===== src/rtl/instruction_fetch_stage_pkg.sv =====
// Shared definitions for the IF stage: word/address types, bubble encoding,
// IF FSM state encoding and the PC increment helper.
package instruction_fetch_stage_pkg;

    localparam int unsigned WORD_W = 16;
    localparam int unsigned ADDR_W = 16;

    typedef logic [WORD_W-1:0] word_t;
    typedef logic [ADDR_W-1:0] addr_t;

    // Encoding loaded into IF/ID for every bubble
    localparam word_t NOP_INSTR_DEF = 16'h0800;

    typedef enum logic {
        IF_BOOT = 1'b0,
        IF_RUN  = 1'b1
    } if_state_e;

    // Modulo-2^16 increment; FFFF wraps to 0000 silently
    function automatic addr_t pc_inc(input addr_t pc);
        return pc + addr_t'(1);
    endfunction

endpackage


===== src/rtl/instruction_fetch_stage_if.sv =====
// Bus bundle between the IF stage and its surroundings: hazard/redirect
// controls, instruction memory port and the IF/ID register outputs.
interface instruction_fetch_stage_if;
    import instruction_fetch_stage_pkg::*;

    logic  stall_i;
    logic  redirect_i;
    addr_t redirect_pc_i;
    logic  mem_conflict_i;
    addr_t imem_addr_o;
    word_t imem_instr_i;
    word_t ifid_instr_o;
    addr_t ifid_pc1_o;
    logic  ifid_valid_o;

    // Environment side: hazard unit, branch unit, instruction memory, ID stage
    modport master (
        output stall_i,
        output redirect_i,
        output redirect_pc_i,
        output mem_conflict_i,
        input  imem_addr_o,
        output imem_instr_i,
        input  ifid_instr_o,
        input  ifid_pc1_o,
        input  ifid_valid_o
    );

    // Fetch stage side
    modport slave (
        input  stall_i,
        input  redirect_i,
        input  redirect_pc_i,
        input  mem_conflict_i,
        output imem_addr_o,
        input  imem_instr_i,
        output ifid_instr_o,
        output ifid_pc1_o,
        output ifid_valid_o
    );

endinterface


===== src/rtl/instruction_fetch_stage_if_id_register.sv =====
// IF/ID pipeline register: bubble (NOP, invalid) has priority over load;
// with neither asserted all three fields hold.
module instruction_fetch_stage_if_id_register
    import instruction_fetch_stage_pkg::*;
#(
    parameter word_t NOP_INSTR = NOP_INSTR_DEF
) (
    input  logic  CLK,
    input  logic  RST,
    input  logic  load_i,
    input  logic  bubble_i,
    input  word_t instr_i,
    input  addr_t pc1_i,
    output word_t instr_o,
    output addr_t pc1_o,
    output logic  valid_o
);

    word_t instr_q;
    addr_t pc1_q;
    logic  valid_q;

    // Reset and bubble both leave a NOP with PC+1 cleared
    always_ff @(posedge CLK) begin
        if (RST || bubble_i) begin
            instr_q <= NOP_INSTR;
            pc1_q   <= '0;
            valid_q <= 1'b0;
        end else if (load_i) begin
            instr_q <= instr_i;
            pc1_q   <= pc1_i;
            valid_q <= 1'b1;
        end
    end

    assign instr_o = instr_q;
    assign pc1_o   = pc1_q;
    assign valid_o = valid_q;

endmodule


===== src/rtl/instruction_fetch_stage.sv =====
// IF stage of the 16-bit pipelined CPU: PC, next-PC selection, post-reset
// boot wait FSM and the IF/ID register.
// Optional feature macro: IF_PERF_CNT_EN adds saturating fetch/bubble counters.
module instruction_fetch_stage
    import instruction_fetch_stage_pkg::*;
#(
`ifdef IF_PERF_CNT_EN
    parameter int unsigned PERF_W      = 32,
`endif
    parameter addr_t       RESET_PC    = 16'h0000,
    parameter word_t       NOP_INSTR   = NOP_INSTR_DEF,
    parameter int unsigned BOOT_CYCLES = 2
) (
    input  logic                  CLK,
    input  logic                  RST,
`ifdef IF_PERF_CNT_EN
    output logic [PERF_W-1:0]     perf_fetch_o,
    output logic [PERF_W-1:0]     perf_bubble_o,
`endif
    instruction_fetch_stage_if.slave bus
);

    localparam logic [3:0] BootLast = 4'(BOOT_CYCLES - 1);

    if_state_e  state_q, state_d;
    logic [3:0] boot_cnt_q, boot_cnt_d;
    addr_t      pc_q, pc_d;
    logic       ifid_load;
    logic       ifid_bubble;

    // State register: FSM state, boot counter and PC
    always_ff @(posedge CLK) begin
        if (RST) begin
            state_q    <= IF_BOOT;
            boot_cnt_q <= '0;
            pc_q       <= RESET_PC;
        end else begin
            state_q    <= state_d;
            boot_cnt_q <= boot_cnt_d;
            pc_q       <= pc_d;
        end
    end

    // Next state: leave BOOT after BOOT_CYCLES edges, RUN is terminal
    always_comb begin
        state_d    = state_q;
        boot_cnt_d = boot_cnt_q;
        unique case (state_q)
            IF_BOOT: begin
                boot_cnt_d = boot_cnt_q + 4'd1;
                if (boot_cnt_q == BootLast) begin
                    state_d = IF_RUN;
                end
            end
            IF_RUN: state_d = IF_RUN;
        endcase
    end

    // Outputs: next PC and IF/ID control; redirect beats stall because the
    // stalled ID instruction is on the wrong path
    always_comb begin
        pc_d        = pc_q;
        ifid_load   = 1'b0;
        ifid_bubble = 1'b0;
        unique case (state_q)
            IF_BOOT: ifid_bubble = 1'b1;
            IF_RUN: begin
                if (bus.redirect_i) begin
                    pc_d        = bus.redirect_pc_i;
                    ifid_bubble = 1'b1;
                end else if (bus.stall_i) begin
                    pc_d = pc_q;
                end else if (bus.mem_conflict_i) begin
                    // PC held so the same address is refetched next cycle
                    ifid_bubble = 1'b1;
                end else begin
                    pc_d      = pc_inc(pc_q);
                    ifid_load = 1'b1;
                end
            end
        endcase
    end

    assign bus.imem_addr_o = pc_q;

    instruction_fetch_stage_if_id_register #(
        .NOP_INSTR (NOP_INSTR)
    ) u_if_id_register (
        .CLK      (CLK),
        .RST      (RST),
        .load_i   (ifid_load),
        .bubble_i (ifid_bubble),
        .instr_i  (bus.imem_instr_i),
        .pc1_i    (pc_inc(pc_q)),
        .instr_o  (bus.ifid_instr_o),
        .pc1_o    (bus.ifid_pc1_o),
        .valid_o  (bus.ifid_valid_o)
    );

`ifdef IF_PERF_CNT_EN
    logic [PERF_W-1:0] perf_fetch_q;
    logic [PERF_W-1:0] perf_bubble_q;

    // Saturating counters; stall cycles count in neither
    always_ff @(posedge CLK) begin
        if (RST) begin
            perf_fetch_q  <= '0;
            perf_bubble_q <= '0;
        end else begin
            if (ifid_load && (perf_fetch_q != '1)) begin
                perf_fetch_q <= perf_fetch_q + 1'b1;
            end
            if (ifid_bubble && (perf_bubble_q != '1)) begin
                perf_bubble_q <= perf_bubble_q + 1'b1;
            end
        end
    end

    assign perf_fetch_o  = perf_fetch_q;
    assign perf_bubble_o = perf_bubble_q;
`endif

endmodule


===== src/flat_wrapper.sv =====
// flat-port wrapper written by rule: the top's interface ports become plain ports
module instruction_fetch_stage_flat import instruction_fetch_stage_pkg::*;
#(

    parameter addr_t       RESET_PC    = 16'h0000,
    parameter word_t       NOP_INSTR   = NOP_INSTR_DEF,
    parameter int unsigned BOOT_CYCLES = 2
)
  (CLK, RST, bus_stall_i, bus_redirect_i, bus_redirect_pc_i, bus_mem_conflict_i, bus_imem_addr_o, bus_imem_instr_i, bus_ifid_instr_o, bus_ifid_pc1_o, bus_ifid_valid_o);
  instruction_fetch_stage_if bus_i ();
  input  logic CLK;
  input  logic RST;
  input wire logic [$bits(bus_i.stall_i)-1:0] bus_stall_i;
  input wire logic [$bits(bus_i.redirect_i)-1:0] bus_redirect_i;
  input wire logic [$bits(bus_i.redirect_pc_i)-1:0] bus_redirect_pc_i;
  input wire logic [$bits(bus_i.mem_conflict_i)-1:0] bus_mem_conflict_i;
  output wire logic [$bits(bus_i.imem_addr_o)-1:0] bus_imem_addr_o;
  input wire logic [$bits(bus_i.imem_instr_i)-1:0] bus_imem_instr_i;
  output wire logic [$bits(bus_i.ifid_instr_o)-1:0] bus_ifid_instr_o;
  output wire logic [$bits(bus_i.ifid_pc1_o)-1:0] bus_ifid_pc1_o;
  output wire logic [$bits(bus_i.ifid_valid_o)-1:0] bus_ifid_valid_o;
  assign bus_i.stall_i = bus_stall_i;
  assign bus_i.redirect_i = bus_redirect_i;
  assign bus_i.redirect_pc_i = bus_redirect_pc_i;
  assign bus_i.mem_conflict_i = bus_mem_conflict_i;
  assign bus_imem_addr_o = bus_i.imem_addr_o;
  assign bus_i.imem_instr_i = bus_imem_instr_i;
  assign bus_ifid_instr_o = bus_i.ifid_instr_o;
  assign bus_ifid_pc1_o = bus_i.ifid_pc1_o;
  assign bus_ifid_valid_o = bus_i.ifid_valid_o;
  instruction_fetch_stage #(.RESET_PC(RESET_PC), .NOP_INSTR(NOP_INSTR), .BOOT_CYCLES(BOOT_CYCLES)) u_core (.CLK(CLK), .RST(RST), .bus(bus_i));
endmodule

===== config.mk =====
export PLATFORM = sky130hd
export DESIGN_NAME = instruction_fetch_stage_flat
export DESIGN_NICKNAME = d
export VERILOG_FILES = /design/src/rtl/instruction_fetch_stage_pkg.sv /design/src/rtl/instruction_fetch_stage_if.sv /design/src/rtl/instruction_fetch_stage_if_id_register.sv /design/src/rtl/instruction_fetch_stage.sv /design/src/flat_wrapper.sv
export SDC_FILE = /design/constraint.sdc
export NUM_CORES = 1
export LEC_CHECK = 0
export ABC_AREA = 1
export BUFFER_PORTS_ARGS = -buffer_cell sky130_fd_sc_hd__buf_2
export CAP_MARGIN = 10
export CELL_PAD_IN_SITES_DETAIL_PLACEMENT = 1
export CELL_PAD_IN_SITES_GLOBAL_PLACEMENT = 2
export CORE_UTILIZATION = 27
export DETAILED_ROUTE_END_ITERATION = 12
export GPL_ROUTABILITY_DRIVEN = 1
export PLACE_DENSITY_LB_ADDON = 0.1
export RECOVER_POWER = 25
export SLEW_MARGIN = 20
export SYNTH_ARGS = -nofsm -noshare
export SYNTH_HDL_FRONTEND = slang
export SYNTH_SLANG_ARGS = --single-unit

===== constraint.sdc =====
create_clock -name CLK -period 1.8 [get_ports CLK]
set_input_delay 0.09 -clock CLK [delete_from_list [all_inputs] [get_ports CLK]]
set_output_delay 0.09 -clock CLK [all_outputs]
set_load 0.01 [all_outputs]

After elaboration in Yosys (flattened, before gate mapping)
Index checks and enable logic that the tools add are counted.

storage, ports and cells
  bits in registers = 54
  logic and storage cells = 27

cells by class
  muxes and demuxes = 13
  bitwise operators = 1
  reduce and logical (&&, ||, !) cells = 2
  add/subtract/negate cells = 2
  equality and inequality tests = 3

operators with widths
  operator                                                                  number
  16-bit 2-to-1 mux                                                         3
  16-bit by 1-bit adder with 16-bit output (second input constant)          1
  1-bit 2-to-1 mux                                                          8
  4-bit by 1-bit adder with 4-bit output (second input constant)            1
  4-bit by 1-bit equality test with 1-bit output (second input constant)    1
  1-bit one-hot mux with 2 select lines                                     2
  3-bit AND reduction                                                       1
  2-bit by 1-bit inequality test with 1-bit output (second input constant)  1
  2-bit inequality test (second input constant)                             1
  1-bit logical OR                                                          1
  1-bit NOT                                                                 1

Logic depth before layout (Yosys ltp)
Gate-level depths: netlist of run 1.

  word-level depth = 5
  depth in mapped cells = 10
  gate-level depth less buffers = 10

By module
From an unflattened synthesis of run 1, not the netlist that was laid out.

unflattened totals
  cells, all modules = 395
  area, all modules = 2690.1 sq um

modules (own cells, without submodules)
  module                                  sequential area each (sq um)  times used  cells an instance  area each (sq um)
  instruction_fetch_stage_if_id_register  660.6                         1           204                1357.6
  instruction_fetch_stage                 420.4                         1           191                1332.5

Worst setup path after synthesis of run 1
Ideal clock, no wire load.

  path type = register to register
  from = register u_core.pc_q[0], in the netlist u_core.bus.imem_addr_o[0]
  to = register u_core.u_if_id_register.pc1_q[14], in the netlist u_core.u_if_id_register.pc1_o[14]
  data arrival time = 1287 ps
  path buffers = 0
  period minus slack after synthesis = 1401 ps
  cell stages (with the launch flop) = 9
  path slack = 399 ps
  path through = dfxtp_1 -> ha_1 -> nand3_1 -> nor2_1 -> nand3_1 -> nand2_1 -> nand2_1 -> o21bai_1 -> inv_1

between the ends
  cells in the longest elaborated chain, start to end = 1

ends and longest elaborated chain
  element                                   RTL line                                      source
  from (decl)                               instruction_fetch_stage.sv:27                 addr_t pc_q, pc_d;
  from (signal assigned)                    instruction_fetch_stage.sv:40                 pc_q <= pc_d;
  16-bit by 1-bit adder with 16-bit output  instruction_fetch_stage_pkg.sv:21             return pc + addr_t'(1);
  to (signal assigned)                      instruction_fetch_stage_if_id_register.sv:31  pc1_q <= pc1_i;
  to (decl)                                 instruction_fetch_stage_if_id_register.sv:20  addr_t pc1_q;

No other way between the ends.
A chain may end at the register's enable or synchronous reset.

Worst setup path after layout of run 1
Ends and elaborated chain as after synthesis.

==> out/qor.txt, run 1 <==
outcome = complete, no violations
period utilisation layout = 87.6%
maximum buffer depth of the clock tree = 2
Worst Path Required = 2.02 ns
Seq pwr share = 49.8%
leakage power = 1.43 nW
WP buf/inv = 1
Yosys reg bits = 54
M2 GR Usage = 27.5%
Fillers = 1,159
commonest non-fill, non-tap cells in the layout = nand2_1, buf_2, dfxtp_1
Slowest Stage Delay on Critical Path = 0.43 ns
Worst Tran Pin Value = 0.623 ns
CTS tree = yes
Rel. slew slack = 58.4%
Sw Ratio = 30.3%
Via density = 4.72
utilization after layout = 36.1%
CTS H-Tree Depth = 2
maximum VDD drop = 0.347 mV
final hold violations = 0
final worst path period need = 1.58 ns
internal power = 1.87 mW
Setup-failing EPs final = 0
Worst path top cell family by delay = simple AND/OR/NAND/NOR gates
area grow syn2layout = 27.4%
post-route ant nets = 0
share of power burned in combinational logic = 18.0%
Design Power = 2.68 mW
grt met3 use = 4.33%
Total Wirelength = 8200 microns
Setup Fix Bufs, Post-CTS = 0
Crit Path Category = flop to flop
global-route wire length before repair = 13,300 microns
Final Skew = 0.00631 ns
synthesized cell area = 2520 sq um
clk sinks = 54
num ports = 86
WL/cell = 14.9 microns
DR pass1 iterations = 4
Total GRT Usage = 17.2%
post-synth top area cell = dfxtp_1
worst min-delay path class = input port to flop
most common cell after layout, fill and taps aside = nand2_1
Ys Warns = 0
die height = 98.6 microns
Yosys top cell area share = 42.9%
Crit path arrival time = 1.80 ns
PortBufs = 85
die width = 98.6 microns
Final TNS setup = 0 ns
vias in the first global route = 2,637
RSZ-0062 raised after global routing = no
share of layout cells above drive strength 1 = 20.5%
# nets final = 483
maximum clock frequency = 634 MHz
startpoint types = flop
CTS root buf = clkbuf_8
cell row count = 34
via count = 2,604
met1 Usage GRT = 23.7%
number of distinct library cells after synthesis = 28
Crit. End Element = flop
GRT busiest layer = met2
worst-path cell with the longest stage delay = dfxtp_1
syn nets = 389
register area share after synthesis = 42.9%
initial core utilization = 28.4%
drc violations = 0
Die ar. = 9730 sq um
Cell Chain, Critical Path = ha_1, nand3_1, nor2_1, nand3_1, nand2_1, nand2_1, o21bai_1, inv_1
largest net degree at the start of global routing = 35
Post-Synthesis Cells = 349
clock transition at the registers of the reported paths = 0.11 ns
WHS = 0.0112 ns
total gr overflow = 0
TritonCTS Buffers = 5
critical path peak fanout = 6
GPL Wtd Cong = 0.734
antenna cells = 0
1st-iter DRT viols = 46
Clk Latency, worst-skew pair = 0.32 ns
antenna violations before repair = 0
NetSw = 813 uW
Max-Cap Viols = 0
power density over cell area = 834 nW/um^2
total core area = 8890 sq um
Clock power frac = 32.2%
dpl hpwl = 5830 microns
Slew Limit Fails = 0
Synth Area per Inst = 7.22 sq um
largest cells by area after synthesis = dfxtp_1, nand2_1, a21oi_1, o21ai_0, inv_1
[sequential cells by signal, indices dropped and copies added, names as in the netlist]
signal,flops
u_core.bus.imem_addr_o,16
u_core.u_if_id_register.instr_o,16
u_core.u_if_id_register.pc1_o,16
u_core.boot_cnt_q,4
u_core.state_q,1
u_core.u_if_id_register.valid_o,1
[worst min-delay path: stages]
cell and delay [ns]:
buf_2 0.09, nand2_1 0.05, a21oi_1 0.06
[routing by layer]
layer	routed length (microns)	part of all wire [%]
met5	0	0
met4	91	1.1
met3	333	4.1
met2	3630	44
met1	4140	51
[layout make-up]
class                           count  area (sq um)  share of cell area [%]
Sequential cell                    54          1080                    33.7
Inverter                           39           156                    4.87
Clock inverter                      3          45.0                    1.40
Multi-Input combinational cell    242          1180                    36.9
Tap cell                          108           135                    4.21
Timing Repair Buffer              101           541                    16.8
Clock buffer                        5          68.8                    2.14
[cell usage after synthesis, drive strengths merged]
| cell | number |
|---|---|
| a21oi | 50 |
| buf | 11 |
| nand2 | 92 |
| nor3 | 2 |
| nand4 | 5 |
| o21bai | 7 |
| dfxtp | 54 |
| clkbuf | 3 |
| o21ai | 33 |
| xnor2 | 4 |
| nor2 | 21 |
| ha | 3 |
| nor4 | 1 |
| nand3 | 16 |
| inv | 39 |
| xor2 | 3 |
| or2 | 2 |
| a31oi | 3 |
[cell families (layout without fill, tap and decap cells)]
| group | count (synthesis) | in the layout | share of synthesized area, % |
|---|---|---|---|
| adders and majority gates | 3 | 3 | 1.49 |
| and+or+nand+nor | 139 | 139 | 23.2 |
| DFF | 54 | 54 | 42.9 |
| AOI/OAI and AO/OA | 93 | 93 | 19.8 |
| buffers and inverters | 53 | 148 | 10.2 |
| xor gates and xnor gates | 7 | 7 | 2.43 |
[power by group through the flow]
stage          Sequential, mW  Clock, mW  Combinational, mW
6_report                 1.33      0.861              0.483
3_3_place_gp             1.36          0              0.477
3_5_place_dp             1.36          0              0.480
5_1_grt                  1.35      0.954              0.547
4_1_cts                  1.34      0.893              0.490
2_1_floorplan            1.38          0              0.245
[worst paths after layout]
kind                                                  startpoint                                 end  slack, ns  cells past startpoint
worst min register to register  u_core.u_if_id_register.pc1_o[1]    u_core.u_if_id_register.pc1_o[1]       0.47                      2
worst max register to register         u_core.bus.imem_addr_o[0]   u_core.u_if_id_register.pc1_o[14]       0.22                      8
worst max-delay path                   u_core.bus.imem_addr_o[0]   u_core.u_if_id_register.pc1_o[14]       0.22                      8
worst min-delay path                         bus_imem_instr_i[2]  u_core.u_if_id_register.instr_o[2]       0.01                      3
[timing repair]
item / in CTS / in global routing
gates resized for setup: 0 / 1
hold endpoints to repair: 4 / 1
hold buffers: 4 / 1
setup endpoints to repair: 0 / 1
[through the flow]
| stage | cells | area, sq um | setup slack [ns] |
|---|---|---|---|
| CTS | 551 | 3230 | 0.195 |
| global placement | 539 | 3080 | 0.287 |
| global route | 552 | 3210 | 0.0550 |
| floorplan | 349 | 2520 | 0.399 |
| detailed placement | 539 | 3080 | 0.241 |
| finish | 552 | 3210 | 0.223 |
No activity file was read; power rests on OpenSTA's default activity.
==> run 2, diff against run 1 <==
--- a/config.mk
+++ b/config.mk
@@ -10,7 +10,7 @@
 export CAP_MARGIN = 10
 export CELL_PAD_IN_SITES_DETAIL_PLACEMENT = 1
 export CELL_PAD_IN_SITES_GLOBAL_PLACEMENT = 2
-export CORE_UTILIZATION = 27
+export CORE_UTILIZATION = 29
 export DETAILED_ROUTE_END_ITERATION = 12
 export GPL_ROUTABILITY_DRIVEN = 1
 export PLACE_DENSITY_LB_ADDON = 0.1
@@ -18,4 +18,5 @@
 export SLEW_MARGIN = 20
 export SYNTH_ARGS = -nofsm -noshare
 export SYNTH_HDL_FRONTEND = slang
+export SYNTH_HIERARCHICAL = 1
 export SYNTH_SLANG_ARGS = --single-unit
==> constraint.sdc (replaced) <==
create_clock -name CLK -period 2 [get_ports CLK]
set_input_delay 0.1 -clock CLK [delete_from_list [all_inputs] [get_ports CLK]]
set_output_delay 0.1 -clock CLK [all_outputs]
set_load 0.01 [all_outputs]
==> run 2 against run 1 <==
Effect of this change:
- the flow now finishes with violations (DRC)
- first-iteration DRC count increased by 70%
- sequential power decreased by 9%
- register-to-register slack improved by 0.09 ns
- count of clock-buffer cells in the layout unchanged
- global-route usage decreased by 1.3 points
- design area increased by 1.1%
- sequential cell count unchanged
- highest routed layer unchanged
==> out/qor.txt, run 2 <==
# nets final = 515
final worst setup slack = 0.315 ns
Synth Area in Compound Gates = 11.7%
WP buf/inv = 2
worst min-delay path class = input port to flop
largest cells by area after synthesis = dfxtp_1, nand2_1, nor2_1, inv_1, a21oi_1
Yosys top cell area share = 40.2%
Crit Path Category = flop to flop
share of layout cells above drive strength 1 = 17.9%
area grow syn2layout = 20.7%
Design Power = 2.42 mW
worst-path cell with the longest stage delay = dfxtp_1
die width = 98.3 microns
maximum clock frequency = 594 MHz
utilization after layout = 36.7%
post-synth top area cell = dfxtp_1
power density over cell area = 745 nW/um^2
Total Wirelength = 7520 microns
TritonCTS Buffers = 5
syn nets = 435
post_cts resized = 0
Seq pwr share = 50.2%
num ports = 86
Final Skew = 0.0102 ns
via count = 2,622
synthesized cell area = 2690 sq um
vias in the first global route = 2,504
total gr overflow = 0
maximum VDD drop = 0.396 mV
share of power burned in combinational logic = 18.3%
Crit. End Element = flop
Synth Area per Inst = 6.81 sq um
CTS root buf = clkbuf_8
number of distinct library cells after synthesis = 33
ys async rst share = 0%
Crit path arrival time = 1.90 ns
dpl ws = 0.353 ns
clock transition at the registers of the reported paths = 0.11 ns
leakage power = 1.31 nW
largest family of logic cells by synthesized area = simple AND/OR/NAND/NOR gates
CTS tree = yes
internal power = 1.68 mW
Die ar. = 9660 sq um
Post-Synthesis Cells = 395
Max-Cap Viols = 0
PortBufs = 85
largest net degree at the start of global routing = 66
Commonest cells post-synth = nand2_1, nor2_1, dfxtp_1
most common cell in the netlist = nand2_1
Rel. slew slack = 44.0%
startpoint types = flop
Post-synth EDFFs = 0
Worst path most repeated cell = nand2_1
RSZ-0062 raised after global routing = no
Worst Tran Pin Value = 0.839 ns
GPL Wtd Cong = 0.735
most common cell after layout, fill and taps aside = nand2_1
NetSw = 733 uW
Cell Chain, Critical Path = ha_1, nand3_2, inv_1, nand2_1, nor2_1, nand2_1, and2_1, inv_1, nand2_1, nand2_1, nor2_1
Yosys reg bits = 54
WL/cell = 12.9 microns
Final TNS setup = 0 ns
Slowest Stage Delay on Critical Path = 0.44 ns
Setup-failing EPs final = 0
failing checks = DRC
antenna cells = 0
total core area = 8850 sq um
post-synthesis mux area share = 0%
Adder-Cell Fraction of Synth Area = 1.40%
final worst path period need = 1.68 ns
Worst path top cell family by delay = simple AND/OR/NAND/NOR gates
Synth Area in XOR/XNOR = 2.56%
final hold violations = 0
Total GRT Usage = 15.9%
antenna violations before repair = 0
critical path peak fanout = 5
post-route ant nets = 0
period utilisation layout = 84.2%
Ys Warns = 6
Clock power frac = 31.4%
Synth Flop Type = dfxtp_1
outcome = complete, but fails checks
Via density = 4.49
DR pass1 iterations = 10
initial core utilization = 30.4%
global-route wire length before repair = 12,200 microns
Fillers = 1,146
Sw Ratio = 30.3%
maximum buffer depth of the clock tree = 2
drc violations = 7
Post-Synth Simple-Gate Area = 31.8%
Clk Latency, worst-skew pair = 0.31 ns
commonest non-fill, non-tap cells in the layout = nand2_1, nor2_1, buf_2
cell row count = 34
Worst Path Required = 2.22 ns
Slew Limit Fails = 0
CTS H-Tree Depth = 2
1st-iter DRT viols = 78
clk sinks = 54
die height = 98.3 microns
register area share after synthesis = 40.2%
dpl hpwl = 5320 microns
## run 2: logic make-up (layout without fill, tap and decap cells)
| kind of cell | count (synthesis) | count (layout) |
|---|---|---|
| compound gates | 58 | 58 |
| xor+xnor | 7 | 7 |
| fa+ha+maj | 3 | 3 |
| buf+inv | 64 | 145 |
| flops | 54 | 54 |
| simple gates | 209 | 209 |
## run 2: metrics by stage
| stage | std cells | instance area, sq um | hold slack [ns] |
|---|---|---|---|
| floorplan | 395 | 2690 | 0.169 |
| global placement | 575 | 3150 | 0.313 |
| detailed placement | 575 | 3150 | 0.324 |
| CTS | 584 | 3280 | 0.0249 |
| global route | 584 | 3250 | 0.0372 |
| finish | 584 | 3250 | 0.0326 |
## run 2: worst paths after layout
| kind | startpoint | to | slack, ns | depth (start not counted) |
|---|---|---|---|---|
| worst max register to register | u_core/bus.imem_addr_o[0] | u_core/u_if_id_register/pc1_o[10] | 0.32 | 11 |
| worst max-delay path | u_core/bus.imem_addr_o[0] | u_core/u_if_id_register/pc1_o[10] | 0.32 | 11 |
| worst min-delay path | RST | u_core/state_q | 0.03 | 2 |
| worst min register to register | u_core/u_if_id_register/valid_o | u_core/u_if_id_register/valid_o | 0.47 | 1 |
## run 2: final cells by class
type	count	area [sq um]	area share, %
clock inverter	3	43.8	1.35
multi-input combinational	277	1280	39.5
inverter	48	195	6.01
tap	108	135	4.16
timing repair buffer	89	439	13.5
sequential	54	1080	33.3
clock buffer	5	68.8	2.12
## run 2: power by group through the flow
| stage | clock (mW) | sequential, mW | combinational, mW |
|---|---|---|---|
| after floorplan | 0 | 1.24 | 0.283 |
| final | 0.760 | 1.21 | 0.443 |
| after CTS | 0.797 | 1.22 | 0.452 |
| after global routing | 0.842 | 1.23 | 0.504 |
| after detailed placement | 0 | 1.24 | 0.448 |
| after global placement | 0 | 1.24 | 0.445 |
## run 2: metal layers
metal / track usage, % / share of wire [%]
met5: 0 / 0
met2: 25.8 / 45
met4: 4.71 / 1.2
met1: 21.5 / 50
met3: 2.86 / 4.3
## run 2: worst register-to-register path, stage by stage (launching register included)
cell and delay, ns:
dfxtp_1 0.44, ha_1 0.24, nand3_2 0.15, inv_1 0.12, nand2_1 0.12, nor2_1 0.11
nand2_1 0.07, and2_1 0.16, inv_1 0.05, nand2_1 0.04, nand2_1 0.06, nor2_1 0.04
## run 2: repair_timing
action                    in CTS  in global routing
hold endpoints to repair       1                  0
hold buffers                   1                  0
setup buffers                  0                  0
